**config.mk**
```make
export PLATFORM = sky130hd
export DESIGN_NAME = muldiv_seq
export DESIGN_NICKNAME = d
export VERILOG_FILES = /design/src/rtl/muldiv_seq.sv
export SDC_FILE = /design/constraint.sdc
export NUM_CORES = 1
export LEC_CHECK = 0
export BUFFER_PORTS_ARGS = -buffer_cell sky130_fd_sc_hd__buf_2
export CAP_MARGIN = 40
export CORE_MARGIN = 3
export CORE_UTILIZATION = 35
export CTS_BUF_LIST = sky130_fd_sc_hd__clkbuf_8
export DETAILED_ROUTE_END_ITERATION = 16
export GPL_ROUTABILITY_DRIVEN = 0
export SETUP_SLACK_MARGIN = 0.2
export SLEW_MARGIN = 15
export SYNTH_ARGS = -nofsm -noshare
export SYNTH_HDL_FRONTEND = slang
export SYNTH_SLANG_ARGS = --single-unit
```
**constraint.sdc**
```tcl
create_clock -name clk -period 3.4 [get_ports clk]
set_input_delay 0.17 -clock clk [delete_from_list [all_inputs] [get_ports clk]]
set_output_delay 0.17 -clock clk [all_outputs]
set_load 0.02 [all_outputs]
```
**src/rtl/muldiv_seq.sv**
```systemverilog
// RV32M iterative multiply/divide sequencer for the EX stage.
// Radix-2 shift-add multiply and restoring divide, one bit per cycle.
module muldiv_seq #(
    parameter int WIDTH = 32
) (
    input  logic             clk,
    input  logic             rst_n,
    input  logic             start,
    input  logic [2:0]       funct3,
    input  logic [WIDTH-1:0] a,
    input  logic [WIDTH-1:0] b,
    input  logic             flush,
    output logic             stall,
    output logic             busy,
    output logic             done,
    output logic [WIDTH-1:0] result
);

    localparam int CW = $clog2(WIDTH);

    localparam logic [1:0] IDLE = 2'd0;
    localparam logic [1:0] CALC = 2'd1;
    localparam logic [1:0] FIX  = 2'd2;
    localparam logic [1:0] DONE = 2'd3;

    logic [1:0]         state;
    logic [1:0]         state_nx;
    logic [CW-1:0]      count;
    logic [2:0]         op;
    logic               sign_a;
    logic               sign_b;
    logic [WIDTH-1:0]   opnd;
    logic [2*WIDTH-1:0] acc;
    logic [WIDTH-1:0]   rem;

    logic               accept;
    logic               is_div;
    logic               a_signed;
    logic               b_signed;
    logic               in_sa;
    logic               in_sb;
    logic [WIDTH-1:0]   in_ma;
    logic [WIDTH-1:0]   in_mb;
    logic               div_zero;
    logic               ovf;
    logic               fast;
    logic [WIDTH-1:0]   fast_res;

    logic [WIDTH:0]     mul_sum;
    logic [2*WIDTH-1:0] mul_nx;
    logic [WIDTH:0]     div_sh;
    logic [WIDTH:0]     div_df;

    logic [2*WIDTH-1:0] prod;
    logic [WIDTH-1:0]   quo;
    logic [WIDTH-1:0]   rmd;
    logic [WIDTH-1:0]   fix_res;

    assign accept = (state == IDLE) & start & ~flush;
    assign stall  = (state == CALC) | (state == FIX) | accept;

    assign is_div   = funct3[2];
    assign a_signed = (funct3 == 3'b001) | (funct3 == 3'b010)
                    | (funct3 == 3'b100) | (funct3 == 3'b110);
    assign b_signed = (funct3 == 3'b001) | (funct3 == 3'b100)
                    | (funct3 == 3'b110);
    assign in_sa    = a_signed & a[WIDTH-1];
    assign in_sb    = b_signed & b[WIDTH-1];
    assign in_ma    = in_sa ? -a : a;
    assign in_mb    = in_sb ? -b : b;

    // Zero divisor and INT_MIN / -1 bypass the iteration entirely
    assign div_zero = (b == '0);
    assign ovf      = funct3[2] & ~funct3[0]
                    & (a == {1'b1, {(WIDTH-1){1'b0}}})
                    & (b == {WIDTH{1'b1}});
    assign fast     = is_div & (div_zero | ovf);

    always_comb begin
        fast_res = '0;
        if (div_zero)
            fast_res = funct3[1] ? a : {WIDTH{1'b1}};
        else
            fast_res = funct3[1] ? '0 : a;
    end

    assign mul_sum = {1'b0, acc[2*WIDTH-1:WIDTH]} + {1'b0, opnd};
    assign mul_nx  = acc[0] ? {mul_sum, acc[WIDTH-1:1]}
                            : {1'b0, acc[2*WIDTH-1:1]};
    assign div_sh  = {rem, acc[WIDTH-1]};
    assign div_df  = div_sh - {1'b0, opnd};

    assign prod = (sign_a ^ sign_b) ? -acc : acc;
    assign quo  = (sign_a ^ sign_b) ? -acc[WIDTH-1:0] : acc[WIDTH-1:0];
    assign rmd  = sign_a ? -rem : rem;

    always_comb begin
        fix_res = rmd;
        unique case (op)
            3'b000:                 fix_res = prod[WIDTH-1:0];
            3'b001, 3'b010, 3'b011: fix_res = prod[2*WIDTH-1:WIDTH];
            3'b100, 3'b101:         fix_res = quo;
            default:                fix_res = rmd;
        endcase
    end

    always_comb begin
        state_nx = state;
        unique case (state)
            IDLE: if (accept) state_nx = fast ? DONE : CALC;
            CALC: if (count == CW'(WIDTH-1)) state_nx = FIX;
            FIX:  state_nx = DONE;
            DONE: state_nx = IDLE;
            default: state_nx = IDLE;
        endcase
        if (flush)
            state_nx = IDLE;
    end

    always_ff @(posedge clk) begin
        if (!rst_n) begin
            state  <= IDLE;
            busy   <= 1'b0;
            done   <= 1'b0;
            result <= '0;
            count  <= '0;
        end else begin
            state <= state_nx;
            busy  <= (state_nx == CALC) | (state_nx == FIX);
            done  <= (state_nx == DONE);
            if (accept)
                count <= '0;
            else if (state == CALC && !flush)
                count <= count + CW'(1);
            if (!flush) begin
                if (accept && fast)
                    result <= fast_res;
                if (state == FIX)
                    result <= fix_res;
            end
        end
    end

    // Operand and iteration registers need no reset: loaded on accept
    always_ff @(posedge clk) begin
        if (accept) begin
            op     <= funct3;
            sign_a <= in_sa;
            sign_b <= in_sb;
            opnd   <= is_div ? in_mb : in_ma;
            acc    <= {{WIDTH{1'b0}}, (is_div ? in_ma : in_mb)};
            rem    <= '0;
        end else if (state == CALC) begin
            if (op[2]) begin
                acc[WIDTH-1:0] <= {acc[WIDTH-2:0], ~div_df[WIDTH]};
                rem <= div_df[WIDTH] ? div_sh[WIDTH-1:0]
                                     : div_df[WIDTH-1:0];
            end else begin
                acc <= mul_nx;
            end
        end
    end

endmodule

```
==> impl_results.md <==
* Max VDD drop at 0.000215 V
* Chip height at 219 um
* ANT nets after route at 0
* Seq/Total Area, Yosys at 0.263
* Area delta synth->final at 20.6%
* WL final at 59.7 mm
* Final Critical Period at 3.26 ns
* Initial Utilization at 0.357
* Yosys reg bits at 174
* Status: finished clean
* Die Width at 219 um
* Worst hold stages at 3
* Fin util at 0.430
* Mapped Area at 0.0159 sq mm
* RSZ-0062 raised after global routing: true
* DRC at 0
* Share of cells above drive strength 1 at 0.197
* CP Capture Type: flop
* Synthesized Nets at 2159
* Most frequent cells in the layout: nor2_1, a21oi_1, o21ai_0, buf_4, nand2_1
* Yosys warnings at 0
* Clk root buf: clkbuf_8
* Iter 0 DRT Violations at 1573
* Total grt overflow at 0
* Port Buffer Count at 105
* Layout Nets at 2314
* Pwr Density at 425 mW/mm^2
* DR WL/cell at 21.6 um
* WHS Endpoint: state[0]$_SDFF_PN0_
* Worst Skew at 0.0234 ns
* Final worst slack at 0.137 ns
* Hold WS at 0.0604 ns
* Setup Crit Path Kind: flop to flop
* Vias in the first global route at 15100
* Yosys cell types at 74
* Final Cycle Share at 0.960
* First-pass GRT wire length at 89.0 mm
* EDFF count, synth at 69
* Primary FF master, synth: dfxtp_1
* Final hold vios at 0
* Data arrival, critical path at 3.67 ns
* Max_cap viols at 0
* Hold Crit Start: flush
* CP Data Required Time at 3.81 ns
* Final setup violation count at 0
* Power, Total at 8130 uW
* CTS Buf Count at 17
* DR vias/cell at 5.95
* Die area at 0.0480 sq mm
* CTS tree: done
* Startpoint Class: flop
* Maximum achievable frequency at 0.306 GHz
* Total GRT Usage at 0.239
* Static leakage at 0.00769 uW
* FFs w/ async S/R, synth at 0
* H-tree Lvls at 4
* Worst R2R End: result[11]$_SDFFE_PN0P_
* Pre-CTS WS at -0.190 ns
* Worst reg2reg setup slack at 0.14 ns
* CTS clk-pin slew, worst paths at 0.10 ns
* Rows at 77
* Measured slew at the worst slew-check pin at 0.825 ns
* Fin. max-slew vios at 0
* I/O pin cnt at 106
* HPWL Detailed at 46.1 mm
* Startpoint of the worst register-to-register path: acc[16]$_DFFE_PP_
* Syn Inst Count at 2011
* Core outline area at 0.0445 sq mm
* Clock Latency Late Sink at 0.51 ns
* Max Root-Sink Buffers at 2
* Min-delay worst type: input pin to flop
* Worst R2R Path Depth at 8
* Post-Syn Area per Cell at 7.90 sq um
* Largest net degree at the start of global routing at 107
* Critical path peak fanout at 6
* Clk sinks at 174
* DRT Pass-1 Iters at 7
* Vias at 16500
* Relative slew margins at 0.450
* Antenna violations before repair at 2
-- final cells by class --
cell class	instances	area (sq um)
Tap cell	592	741
Multi-Input combinational cell	1637	11700
Inverter	74	279
Clock buffer	17	234
Antenna cell	1	2.50
Clock inverter	15	145
Fill cell	4532	25400
Sequential cell	174	4180
Timing Repair Buffer	262	1880
-- per-layer routing --
metal,share of wire,track usage,routed length [um],vias to the layer above
li1,-,-,-,7764
met1,0.42,0.327,25400,7963
met2,0.45,0.377,27100,649
met3,0.079,0.0422,4750,125
met4,0.041,0.0920,2470,0
met5,0,0,0,-
-- sequential cells by signal (all words and copies together) (netlist names), 2 cells and up --
| name | cells |
|---|---|
| op | 3 |
| state | 2 |
| count | 5 |
| opnd | 32 |
| rem | 32 |
| result | 32 |
| acc | 64 |
-- cell usage after synthesis (all sizes together) (10+ instances only) --
cell	n	area (sq um)
nor3	51	255
nand2	141	529
a31oi	24	150
nor2b	10	62.6
a21o	25	188
o211ai	34	255
dfxtp	105	2100
or2	13	83.8
o41ai	20	175
nand4	21	131
clkbuf	105	394
ha	75	938
nand2b	21	131
or4	19	150
and3	23	144
o221ai	14	123
o21ai	164	821
xor2	98	858
a211oi	42	315
edfxtp	69	2070
mux2i	112	1120
and2	14	87.6
a22oi	11	82.6
or3	21	136
maj3	22	220
o21a	12	90.1
a21oi	182	911
nor2	173	649
inv	69	259
xnor2	97	850
nor4	26	163
buf	21	81.3
nand3	42	210
o31ai	30	225
-- how the worst max path moves through the flow --
| stage | startpoint | to | slack, ns |
|---|---|---|---|
| after floorplan | acc[16]$_DFFE_PP_ | result[11]$_SDFFE_PN0P_ | 0.08 |
| after global placement | opnd[0]$_DFFE_PP_ | acc[57]$_SDFFE_PP0P_ | -0.18 |
| after detailed placement | opnd[0]$_DFFE_PP_ | acc[57]$_SDFFE_PP0P_ | -0.19 |
| after CTS | acc[16]$_DFFE_PP_ | result[11]$_SDFFE_PN0P_ | 0.13 |
| after global routing | opnd[0]$_DFFE_PP_ | acc[0]$_DFFE_PP_ | 0.06 |
| final | acc[16]$_DFFE_PP_ | result[11]$_SDFFE_PN0P_ | 0.14 |
-- per-stage QoR --
step	cell area (sq um)	setup TNS [ns]	instances
2_1_floorplan	15900	0	2011
3_5_place_dp	17700	-1.28	2714
4_1_cts	18400	0	2752
3_3_place_gp	17700	-0.353	2713
5_1_grt	19200	0	2772
6_report	19200	0	2772
-- cells by family (layout without fill, tap and decap cells) --
kind of cell	after synthesis	count (layout)	synth area share
buffers and inverters	200	368	0.0474
xor gates and xnor gates	195	195	0.108
AOI/OAI and AO/OA	632	632	0.250
adders and majority gates	99	99	0.0755
other	0	1	0
DFF	174	174	0.263
muxes	116	116	0.0734
and+or+nand+nor	595	595	0.183
-- critical path: stages (launching register included) --
cell and delay, ns:
edfxtp_1 0.40, or4_4 0.55, or3_4 0.41, or4b_4 0.58, or2_4 0.25, or4_4 0.49, o311ai_2 0.22, a21oi_1 0.10
a31o_1 0.18
-- repair_timing --
action                                  in CTS  in global routing
endpoints found under the hold margin        1                  0
pin swaps                                   32                 76
gates cloned                                 0                  6
endpoints found under the setup margin      64                 71
hold buffers                                 1                  0
setup buffers                                5                 12
resized for setup                           44                127
-- power breakdown --
part	internal, uW	total [uW]	switching [uW]
clock network	651	1500	850
logic	1610	3960	2350
registers	2410	2670	266
total	4670	8130	3460
Power figures use the tool's default switching activity.
